**config.mk**
```make
export PLATFORM = sky130hd
export DESIGN_NAME = alien_rocket_scheduler_flat
export DESIGN_NICKNAME = d
export VERILOG_FILES = /design/src/rtl/alien_rocket_scheduler_if.sv /design/src/rtl/alien_rocket_scheduler.sv /design/src/flat_wrapper.sv
export SDC_FILE = /design/constraint.sdc
export NUM_CORES = 1
export LEC_CHECK = 0
export CAP_MARGIN = 10
export CORE_UTILIZATION = 25
export CTS_CLUSTER_SIZE = 16
export DETAILED_ROUTE_END_ITERATION = 10
export PLACE_DENSITY = 0.6
export SKIP_LAST_GASP = 1
export SLEW_MARGIN = 20
export SYNTH_ARGS = -nofsm -noshare
export SYNTH_HDL_FRONTEND = slang
export SYNTH_SLANG_ARGS = --single-unit
```
**constraint.sdc**
```tcl
create_clock -name clk -period 1.7 [get_ports clk]
set_input_delay 0.34 -clock clk [delete_from_list [all_inputs] [get_ports clk]]
set_output_delay 0.34 -clock clk [all_outputs]
set_load 0.05 [all_outputs]
```
**src/rtl/alien_rocket_scheduler_if.sv**
```systemverilog
// rtl/alien_rocket_scheduler_if.sv - column query and rocket launch bus
interface alien_rocket_scheduler_if;
  // Column query handshake with the alien matrix
  logic               queryReq;
  logic [2:0]         queryCol;
  logic               queryAck;
  logic               queryFound;
  logic signed [10:0] alienTLX;
  logic signed [10:0] alienTLY;
  // Rocket load towards the rocket slots
  logic               launch;
  logic [1:0]         launchSlot;
  logic signed [10:0] initialX;
  logic signed [10:0] initialY;
  logic signed [8:0]  initialSpeed;

  modport master (
    output queryReq, queryCol, launch, launchSlot, initialX, initialY, initialSpeed,
    input  queryAck, queryFound, alienTLX, alienTLY
  );

  modport slave (
    input  queryReq, queryCol, launch, launchSlot, initialX, initialY, initialSpeed,
    output queryAck, queryFound, alienTLX, alienTLY
  );
endinterface

```
**src/rtl/alien_rocket_scheduler.sv**
```systemverilog
// rtl/alien_rocket_scheduler.sv - picks a random alien column and launches rockets into free slots
module alien_rocket_scheduler #(
  parameter int NUM_SLOTS        = 4,
  parameter int NUM_COLS         = 8,
  parameter int FIRE_INTERVAL    = 30,
  parameter int ALIEN_FIRE_SPEED = 96,
  parameter int ALIEN_WIDTH      = 32,
  parameter int ALIEN_HEIGHT     = 32
) (
  input  logic                     clk,
  input  logic                     reset,
  input  logic                     startOfFrame,
  input  logic                     enable,
  input  logic [NUM_SLOTS-1:0]     collision,
  input  logic [NUM_SLOTS-1:0]     offScreen,
  output logic [NUM_SLOTS-1:0]     isActiveAliens,
  alien_rocket_scheduler_if.master bus
);

  localparam int CNT_W   = (FIRE_INTERVAL > 1) ? $clog2(FIRE_INTERVAL) : 1;
  localparam int RETRY_W = (NUM_COLS > 1) ? $clog2(NUM_COLS) : 1;
  localparam logic [CNT_W-1:0]   CNT_RELOAD = CNT_W'(FIRE_INTERVAL - 1);
  localparam logic [RETRY_W-1:0] RETRY_LAST = RETRY_W'(NUM_COLS - 1);
  localparam logic [2:0]         COL_LAST   = 3'(NUM_COLS - 1);

  typedef enum logic [1:0] {IDLE, QUERY, LAUNCH} state_t;

  state_t               state, state_n;
  logic [CNT_W-1:0]     frame_cnt, frame_cnt_n;
  logic [7:0]           lfsr;
  logic [2:0]           col, col_n;
  logic [RETRY_W-1:0]   retry, retry_n;
  logic [NUM_SLOTS-1:0] active;
  logic [NUM_SLOTS-1:0] free;
  logic                 any_free;
  logic [1:0]           free_idx;
  logic                 capture;
  logic                 query_req;
  logic                 launch_pulse;
  logic signed [10:0]   init_x, init_y;
  logic signed [8:0]    init_speed;

  // Free slots come from the registered flags, so a slot released this cycle is only seen next cycle
  always_comb begin
    free     = ~active;
    any_free = |free;
    free_idx = 2'd0;
    for (int i = NUM_SLOTS - 1; i >= 0; i--) begin
      if (free[i]) free_idx = 2'(i);
    end
  end

  // Next-state, frame countdown, column walk and output decode
  always_comb begin
    state_n      = state;
    frame_cnt_n  = frame_cnt;
    col_n        = col;
    retry_n      = retry;
    capture      = 1'b0;
    query_req    = 1'b0;
    launch_pulse = 1'b0;
    case (state)
      IDLE: begin
        if (startOfFrame && enable) begin
          if (frame_cnt == '0) begin
            frame_cnt_n = CNT_RELOAD;
            if (any_free) begin
              state_n = QUERY;
              col_n   = lfsr[2:0];
              retry_n = '0;
            end
          end else begin
            frame_cnt_n = frame_cnt - 1'b1;
          end
        end
      end
      QUERY: begin
        query_req = 1'b1;
        if (!enable) begin
          state_n = IDLE;
        end else if (bus.queryAck) begin
          if (bus.queryFound) begin
            capture = 1'b1;
            state_n = LAUNCH;
          end else begin
            col_n   = (col == COL_LAST) ? 3'd0 : col + 3'd1;
            retry_n = retry + 1'b1;
            if (retry == RETRY_LAST) state_n = IDLE;
          end
        end
      end
      LAUNCH: begin
        state_n      = IDLE;
        launch_pulse = enable && any_free;
      end
      default: state_n = IDLE;
    endcase
  end

  // State, counters and random source
  always_ff @(posedge clk or posedge reset) begin
    if (reset) begin
      state     <= IDLE;
      frame_cnt <= CNT_RELOAD;
      lfsr      <= 8'hA5;
      col       <= 3'd0;
      retry     <= '0;
    end else begin
      state     <= state_n;
      frame_cnt <= frame_cnt_n;
      lfsr      <= {lfsr[6:0], lfsr[7] ^ lfsr[5] ^ lfsr[4] ^ lfsr[3]};
      col       <= col_n;
      retry     <= retry_n;
    end
  end

  // Rocket start values are latched on the found answer and held until the next one
  always_ff @(posedge clk or posedge reset) begin
    if (reset) begin
      init_x     <= '0;
      init_y     <= '0;
      init_speed <= '0;
    end else if (capture) begin
      init_x     <= bus.alienTLX + 11'(ALIEN_WIDTH / 2);
      init_y     <= bus.alienTLY + 11'(ALIEN_HEIGHT);
      init_speed <= 9'(ALIEN_FIRE_SPEED);
    end
  end

  // Slot flags: hits and exits clear, a launch sets the chosen slot
  always_ff @(posedge clk or posedge reset) begin
    if (reset) begin
      active <= '0;
    end else begin
      active <= (active & ~(collision | offScreen))
              | (launch_pulse ? (NUM_SLOTS'(1) << free_idx) : '0);
    end
  end

  assign bus.queryReq     = query_req;
  assign bus.queryCol     = col;
  assign bus.launch       = launch_pulse;
  assign bus.launchSlot   = free_idx;
  assign bus.initialX     = init_x;
  assign bus.initialY     = init_y;
  assign bus.initialSpeed = init_speed;
  assign isActiveAliens   = active;

endmodule

```
**src/flat_wrapper.sv**
```systemverilog
// flat-port wrapper written by rule: the top's interface ports become plain ports
module alien_rocket_scheduler_flat 
#(
  parameter int NUM_SLOTS        = 4,
  parameter int NUM_COLS         = 8,
  parameter int FIRE_INTERVAL    = 30,
  parameter int ALIEN_FIRE_SPEED = 96,
  parameter int ALIEN_WIDTH      = 32,
  parameter int ALIEN_HEIGHT     = 32
)
  (clk, reset, startOfFrame, enable, collision, offScreen, isActiveAliens, bus_queryReq, bus_queryCol, bus_launch, bus_launchSlot, bus_initialX, bus_initialY, bus_initialSpeed, bus_queryAck, bus_queryFound, bus_alienTLX, bus_alienTLY);
  alien_rocket_scheduler_if bus_i ();
  input  logic clk;
  input  logic reset;
  input  logic startOfFrame;
  input  logic enable;
  input  logic [NUM_SLOTS-1:0] collision;
  input  logic [NUM_SLOTS-1:0] offScreen;
  output logic [NUM_SLOTS-1:0] isActiveAliens;
  output wire logic [$bits(bus_i.queryReq)-1:0] bus_queryReq;
  output wire logic [$bits(bus_i.queryCol)-1:0] bus_queryCol;
  output wire logic [$bits(bus_i.launch)-1:0] bus_launch;
  output wire logic [$bits(bus_i.launchSlot)-1:0] bus_launchSlot;
  output wire logic [$bits(bus_i.initialX)-1:0] bus_initialX;
  output wire logic [$bits(bus_i.initialY)-1:0] bus_initialY;
  output wire logic [$bits(bus_i.initialSpeed)-1:0] bus_initialSpeed;
  input wire logic [$bits(bus_i.queryAck)-1:0] bus_queryAck;
  input wire logic [$bits(bus_i.queryFound)-1:0] bus_queryFound;
  input wire logic [$bits(bus_i.alienTLX)-1:0] bus_alienTLX;
  input wire logic [$bits(bus_i.alienTLY)-1:0] bus_alienTLY;
  assign bus_queryReq = bus_i.queryReq;
  assign bus_queryCol = bus_i.queryCol;
  assign bus_launch = bus_i.launch;
  assign bus_launchSlot = bus_i.launchSlot;
  assign bus_initialX = bus_i.initialX;
  assign bus_initialY = bus_i.initialY;
  assign bus_initialSpeed = bus_i.initialSpeed;
  assign bus_i.queryAck = bus_queryAck;
  assign bus_i.queryFound = bus_queryFound;
  assign bus_i.alienTLX = bus_alienTLX;
  assign bus_i.alienTLY = bus_alienTLY;
  alien_rocket_scheduler #(.NUM_SLOTS(NUM_SLOTS), .NUM_COLS(NUM_COLS), .FIRE_INTERVAL(FIRE_INTERVAL), .ALIEN_FIRE_SPEED(ALIEN_FIRE_SPEED), .ALIEN_WIDTH(ALIEN_WIDTH), .ALIEN_HEIGHT(ALIEN_HEIGHT)) u_core (.clk(clk), .reset(reset), .startOfFrame(startOfFrame), .enable(enable), .collision(collision), .offScreen(offScreen), .isActiveAliens(isActiveAliens), .bus(bus_i));
endmodule
```
Word level (Yosys, flattened, before mapping):

Index checks and enable logic that the tools add are counted.

* logic and storage cells: 79
* output and inout bits: 42
* bits in registers: 48
* input port bits: 36

* reduce and logical (&&, ||, !) cells: 9
* shift operators: 1
* bitwise logic cells: 8
* equal/unequal tests: 12
* mux-type cells: 35
* add/subtract/negate cells: 5

Operators with widths (number)
* two-way mux 3 bit: 13
* two-way mux 2 bit: 11
* case mux 3 bit (2 select lines): 2
* adder 11 x 6 -> 11 bit, second input constant: 1
* adder 11 x 7 -> 11 bit, second input constant: 1
* NOT 4 bit: 2
* bitwise OR 4 bit: 2
* AND reduction 7 bit: 1
* adder 3 x 1 -> 3 bit, second input constant: 2
* equality test 3 bit, second input constant: 2
* two-way mux 1 bit: 6
* inequality test 2 x 1 -> 1 bit, second input constant: 3
* inequality test 2 bit, second input constant: 3
* logical NOT 5 bit: 1
* two-way mux 5 bit: 1
* AND reduction 5 bit: 1
* subtractor 5 x 1 -> 5 bit, second input constant: 1
* bitwise AND 4 bit: 1
* two-way mux 4 bit: 1
* inequality test 4 x 3 -> 1 bit, second input constant: 1
* case mux 2 bit (2 select lines): 1
* OR reduction 4 bit: 1
* << shifter 1 x 2 -> 4 bit, first input constant: 1
* inequality test 3 bit, second input constant: 1
* 7 further kinds: 10

Logic depth before layout (Yosys ltp):

* word-level depth: 8
* depth in mapped cells: 6

Worst setup path after synthesis:

Ideal clock, no wire load.

* path kind: reg-to-reg
* start point: register u_core.active[3] (netlist: u_core.isActiveAliens[3])
* end point: register u_core.active[3] (netlist: u_core.isActiveAliens[3])
* setup slack: -0.681 ns
* data arrival time: 2.309 ns
* clock period less this slack: 2.381 ns
* cell stages (with the launch flop): 4
* path through: dfrtp_1 nand2b_1 a21boi_0 a32o_1

* cells in the longest elaborated chain, start to end: 8
* elaborated cells on any way between the ends: 12

Ends and longest elaborated chain
* start: declaration: line alien_rocket_scheduler.sv:33 `logic [NUM_SLOTS-1:0] active;`
* start signal: assignment: line alien_rocket_scheduler.sv:135 `active <= (active & ~(collision | offScreen))`
* NOT 4 bit: line alien_rocket_scheduler.sv:45 `free = ~active;`
* two-way mux 2 bit (4 in a row): line alien_rocket_scheduler.sv:49 `if (free[i]) free_idx = 2'(i);`
* net bus_launchSlot[0]: line flat_wrapper.sv:23 `output wire logic [$bits(bus_i.launchSlot)-1:0] bus_launchSlot;`
* << shifter 1 x 2 -> 4 bit: line alien_rocket_scheduler.sv:136 `| (launch_pulse ? (NUM_SLOTS'(1) << free_idx) : '0);`
* two-way mux 4 bit: line alien_rocket_scheduler.sv:136
* bitwise OR 4 bit: line alien_rocket_scheduler.sv:136

The timed path passes the listed nets, and every way through them passes these cells.
A chain may end at the register's enable or synchronous reset.

Final worst setup path:

* start point: register u_core.frame_cnt[1]
* end point: register u_core.col[2] (netlist: u_core.bus.queryCol[2])

* cells in the longest elaborated chain, start to end: 3

Ends and longest elaborated chain
* start: declaration: line alien_rocket_scheduler.sv:29 `logic [CNT_W-1:0] frame_cnt, frame_cnt_n;`
* start signal: assignment: line alien_rocket_scheduler.sv:110 `frame_cnt <= frame_cnt_n;`
* logical NOT 5 bit: line alien_rocket_scheduler.sv:65 `if (frame_cnt == '0) begin`
* inequality test 2 x 1 -> 1 bit (no line)
* AND reduction 7 bit (no line)
* end signal: assignment: line alien_rocket_scheduler.sv:112 `col <= col_n;`
* end: declaration: line alien_rocket_scheduler.sv:31 `logic [2:0] col, col_n;`

Every way passes these cells.

==> impl_metrics.env <==
export IMPL_dpl_cell_area_mm2=0.00330
export IMPL_cts_tree="done"
export IMPL_syn_avg_cell_area_um2=11.8
export IMPL_place_ws_ps=-277
export IMPL_switching_power_mw=1.72
export IMPL_place_inst=394
export IMPL_finalSetupTns_ps=-852
export IMPL_hold_slack_ps=266
export IMPL_worstPathMaxFanout=3
export IMPL_max_cap_violations=0
export IMPL_via_per_inst=4.47
export IMPL_synth_area_leaders="dfrtp_1 (44%), mux2_2 (10%), dfstp_2 (9.2%)"
export IMPL_start_util_pct=26.0
export IMPL_clk_pin_slew_ps=100
export IMPL_final_util_pct=40.3
export IMPL_via_count=1816
export IMPL_clock_power_share_pct=21.9
export IMPL_drt_total_wl_um=5290
export IMPL_antenna_found_initial=0
export IMPL_yosysMostFrequentCell="dfrtp_1"
export IMPL_violations="negative setup slack"
export IMPL_syn_inst=193
export IMPL_nFillCells=846
export IMPL_rows=34
export IMPL_htreeDepth=2
export IMPL_design_die_area_mm2=0.00949
export IMPL_hold_class="primary input to async pin"
export IMPL_synth_edf_count=0
export IMPL_powerDensity_mw_per_mm2=1280
export IMPL_drc=0
export IMPL_outcome="finished, violations left"
export IMPL_hold_viol_final=0
export IMPL_antenna_diode_count=0
export IMPL_setup_slack_ps=-200
export IMPL_drv_slew=0
export IMPL_cts_sinks=48
export IMPL_stdcell_area_mm2=0.00353
export IMPL_finalCritPeriodShare_pct=112
export IMPL_die_height_um=97.4
export IMPL_wl_per_cell_um=13.0
export IMPL_ant_nets=0
export IMPL_core_mm2=0.00876
export IMPL_nNetsFinal=340
export IMPL_gp_congestion=0.768
export IMPL_vdd_drop_max_mv=0.803
export IMPL_dr_pass1_iters=4
export IMPL_min_period_ps=1900
export IMPL_register_area_mm2=0.00121
export IMPL_drt_initial_drc_count=59
export IMPL_arrival_ps=2100
export IMPL_power_frac_seq_pct=35.4
export IMPL_grt_pass1_vias=1890
export IMPL_drive_gt1_share_pct=41.3
export IMPL_yosysSeqAreaShare_pct=53.2
export IMPL_hpwlAfterDp_um=4000
export IMPL_clk_latency_ps=300
export IMPL_portBuffers=70
export IMPL_instances_no_fill=406
export IMPL_setup_viol=6
export IMPL_max_freq_mhz=526
export IMPL_synth_area_mm2=0.00228
export IMPL_crit_required_ps=1900
export IMPL_synth_cell_type_count=43
export IMPL_finalClockSkew_ps=8.76
export IMPL_synthArstFlopShare_pct=100
export IMPL_rsz0062_at_grt="yes"
export IMPL_multi_input_area_mm2=0.00104
export IMPL_yosys_area_top_type="dfrtp_1"
export IMPL_critPathKind="flop to flop"
export IMPL_syn2layout_area_growth_pct=54.9
export IMPL_p_sw_share_pct=38.3
export IMPL_grt_pass1_wl_um=8810
export IMPL_finalPower_mw=4.50
export IMPL_worstSetupEndpointType="flop"
export IMPL_cts_buffer_depth=2
export IMPL_cts_root_buf="clkbuf_8"
export IMPL_cts_buffers=5
export IMPL_power_frac_comb_pct=42.7
export IMPL_start_kind="flop"
export IMPL_synth_warnings=0
export IMPL_grt_ovfl_total=0
export IMPL_yosys_most_used_dff="dfrtp_1"
export IMPL_die_width_um=97.4
export IMPL_synth_top_cell_area_share_pct=44.0
export IMPL_grtUsageTotal_pct=11.5
export IMPL_internal_power_mw=2.78
export IMPL_io_pins=78
export IMPL_synth_commonest_cells="dfrtp_1 (40), mux2_2 (21), o21ai_0 (13)"
export IMPL_p_leak_nw=1.66
export IMPL_grt_start_max_net_pins=26
export IMPL_ys_ff_latch=48
==> logic make-up (layout without fill, tap and decap cells) <==
| group | after synthesis | in the layout | synth area share [%] |
|---|---|---|---|
| multiplexers | 21 | 21 | 10.4 |
| buffers and inverters | 22 | 121 | 5.27 |
| adder cells (fa/ha/maj) | 7 | 7 | 3.85 |
| flip-flops | 48 | 48 | 53.2 |
| XOR/XNOR | 11 | 11 | 4.23 |
| AND/OR/NAND/NOR | 47 | 47 | 11.9 |
| other | 1 | 7 | 0.165 |
| AO/OA/AOI/OAI | 36 | 36 | 11.0 |
==> power groups by stage <==
stage | clock (mW) | combinational, mW | sequential [mW]
6_report | 0.987 | 1.92 | 1.59
5_1_grt | 1.06 | 2.03 | 1.64
4_1_cts | 1.02 | 1.90 | 1.60
3_5_place_dp | 0 | 1.88 | 1.61
3_3_place_gp | 0 | 1.86 | 1.61
2_1_floorplan | 0 | 0.518 | 2.28
==> repair_timing <==
item                       in CTS  in global routing
gates resized for setup         9                 10
buffers inserted                1                  3
setup endpoints to repair       8                 25
gates cloned                    0                  0
hold buffers                    0                  0
pin swaps                       3                  9
==> critical path, cell delays in order (launching register included) <==
cell     delay [ps]
dfrtp_1         390
inv_1            70
ha_2            180
or4b_4          500
o32ai_4         330
mux2_4          340
==> cell usage in the layout, fill, tap and decap left out, types with 3 or more instances in the layout <==
cell and n:
nand2_1 11, inv_2 4, mux2_2 18, clkbuf_8 5, ha_1 6, buf_4 59, o21ai_0 13, or3_1 3
dfrtp_1 40, a31oi_1 3, nand4b_1 3, inv_1 5, xnor2_1 8, conb_1 7, a21oi_1 6, dfstp_2 8
clkdlybuf4s50_1 34, mux2_4 3, buf_12 8, nand3_1 4, nor2_1 8, xor2_1 3
==> worst paths after layout <==
kind / start / to / slack (ps) / cells past startpoint
max: u_core.frame_cnt[1] / u_core.bus.queryCol[2] / -200 / 5
max in group asynchronous: reset / u_core.lfsr[0] / 910 / 3
min reg2reg: u_core.lfsr[6] / u_core.lfsr[7] / 370 / 0
max reg2reg: u_core.frame_cnt[1] / u_core.bus.queryCol[2] / -200 / 5
min in group clk: u_core.lfsr[6] / u_core.lfsr[7] / 370 / 0
min: reset / u_core.bus.initialX[3] / 270 / 2
==> sequential cells by signal, indices dropped and copies added (netlist names) <==
register / flops
u_core.state: 2
u_core.lfsr: 8
u_core.retry: 3
u_core.bus.initialY: 11
u_core.bus.initialSpeed: 1
u_core.bus.initialX: 11
u_core.frame_cnt: 5
u_core.isActiveAliens: 4
u_core.bus.queryCol: 3
==> area by class of cell <==
cell class	instances	share of cell area (%)
repair buffers	104	27.6
clock inverters	3	1.95
well taps	108	3.83
multi-input cells	129	29.4
inverters	9	0.957
clock buffers	5	1.95
flip-flops and latches	48	34.3
==> per-layer routing <==
layer / part of all wire [%] / global-route usage [%] / up-vias
met4: 1.1 / 3.73 / 0
met2: 47 / 18.5 / 68
met5: 0 / 0 / -
li1: - / - / 884
met3: 7.9 / 3.88 / 4
met1: 44 / 14.5 / 860
Note: power is estimated with default switching activity, not from simulation.
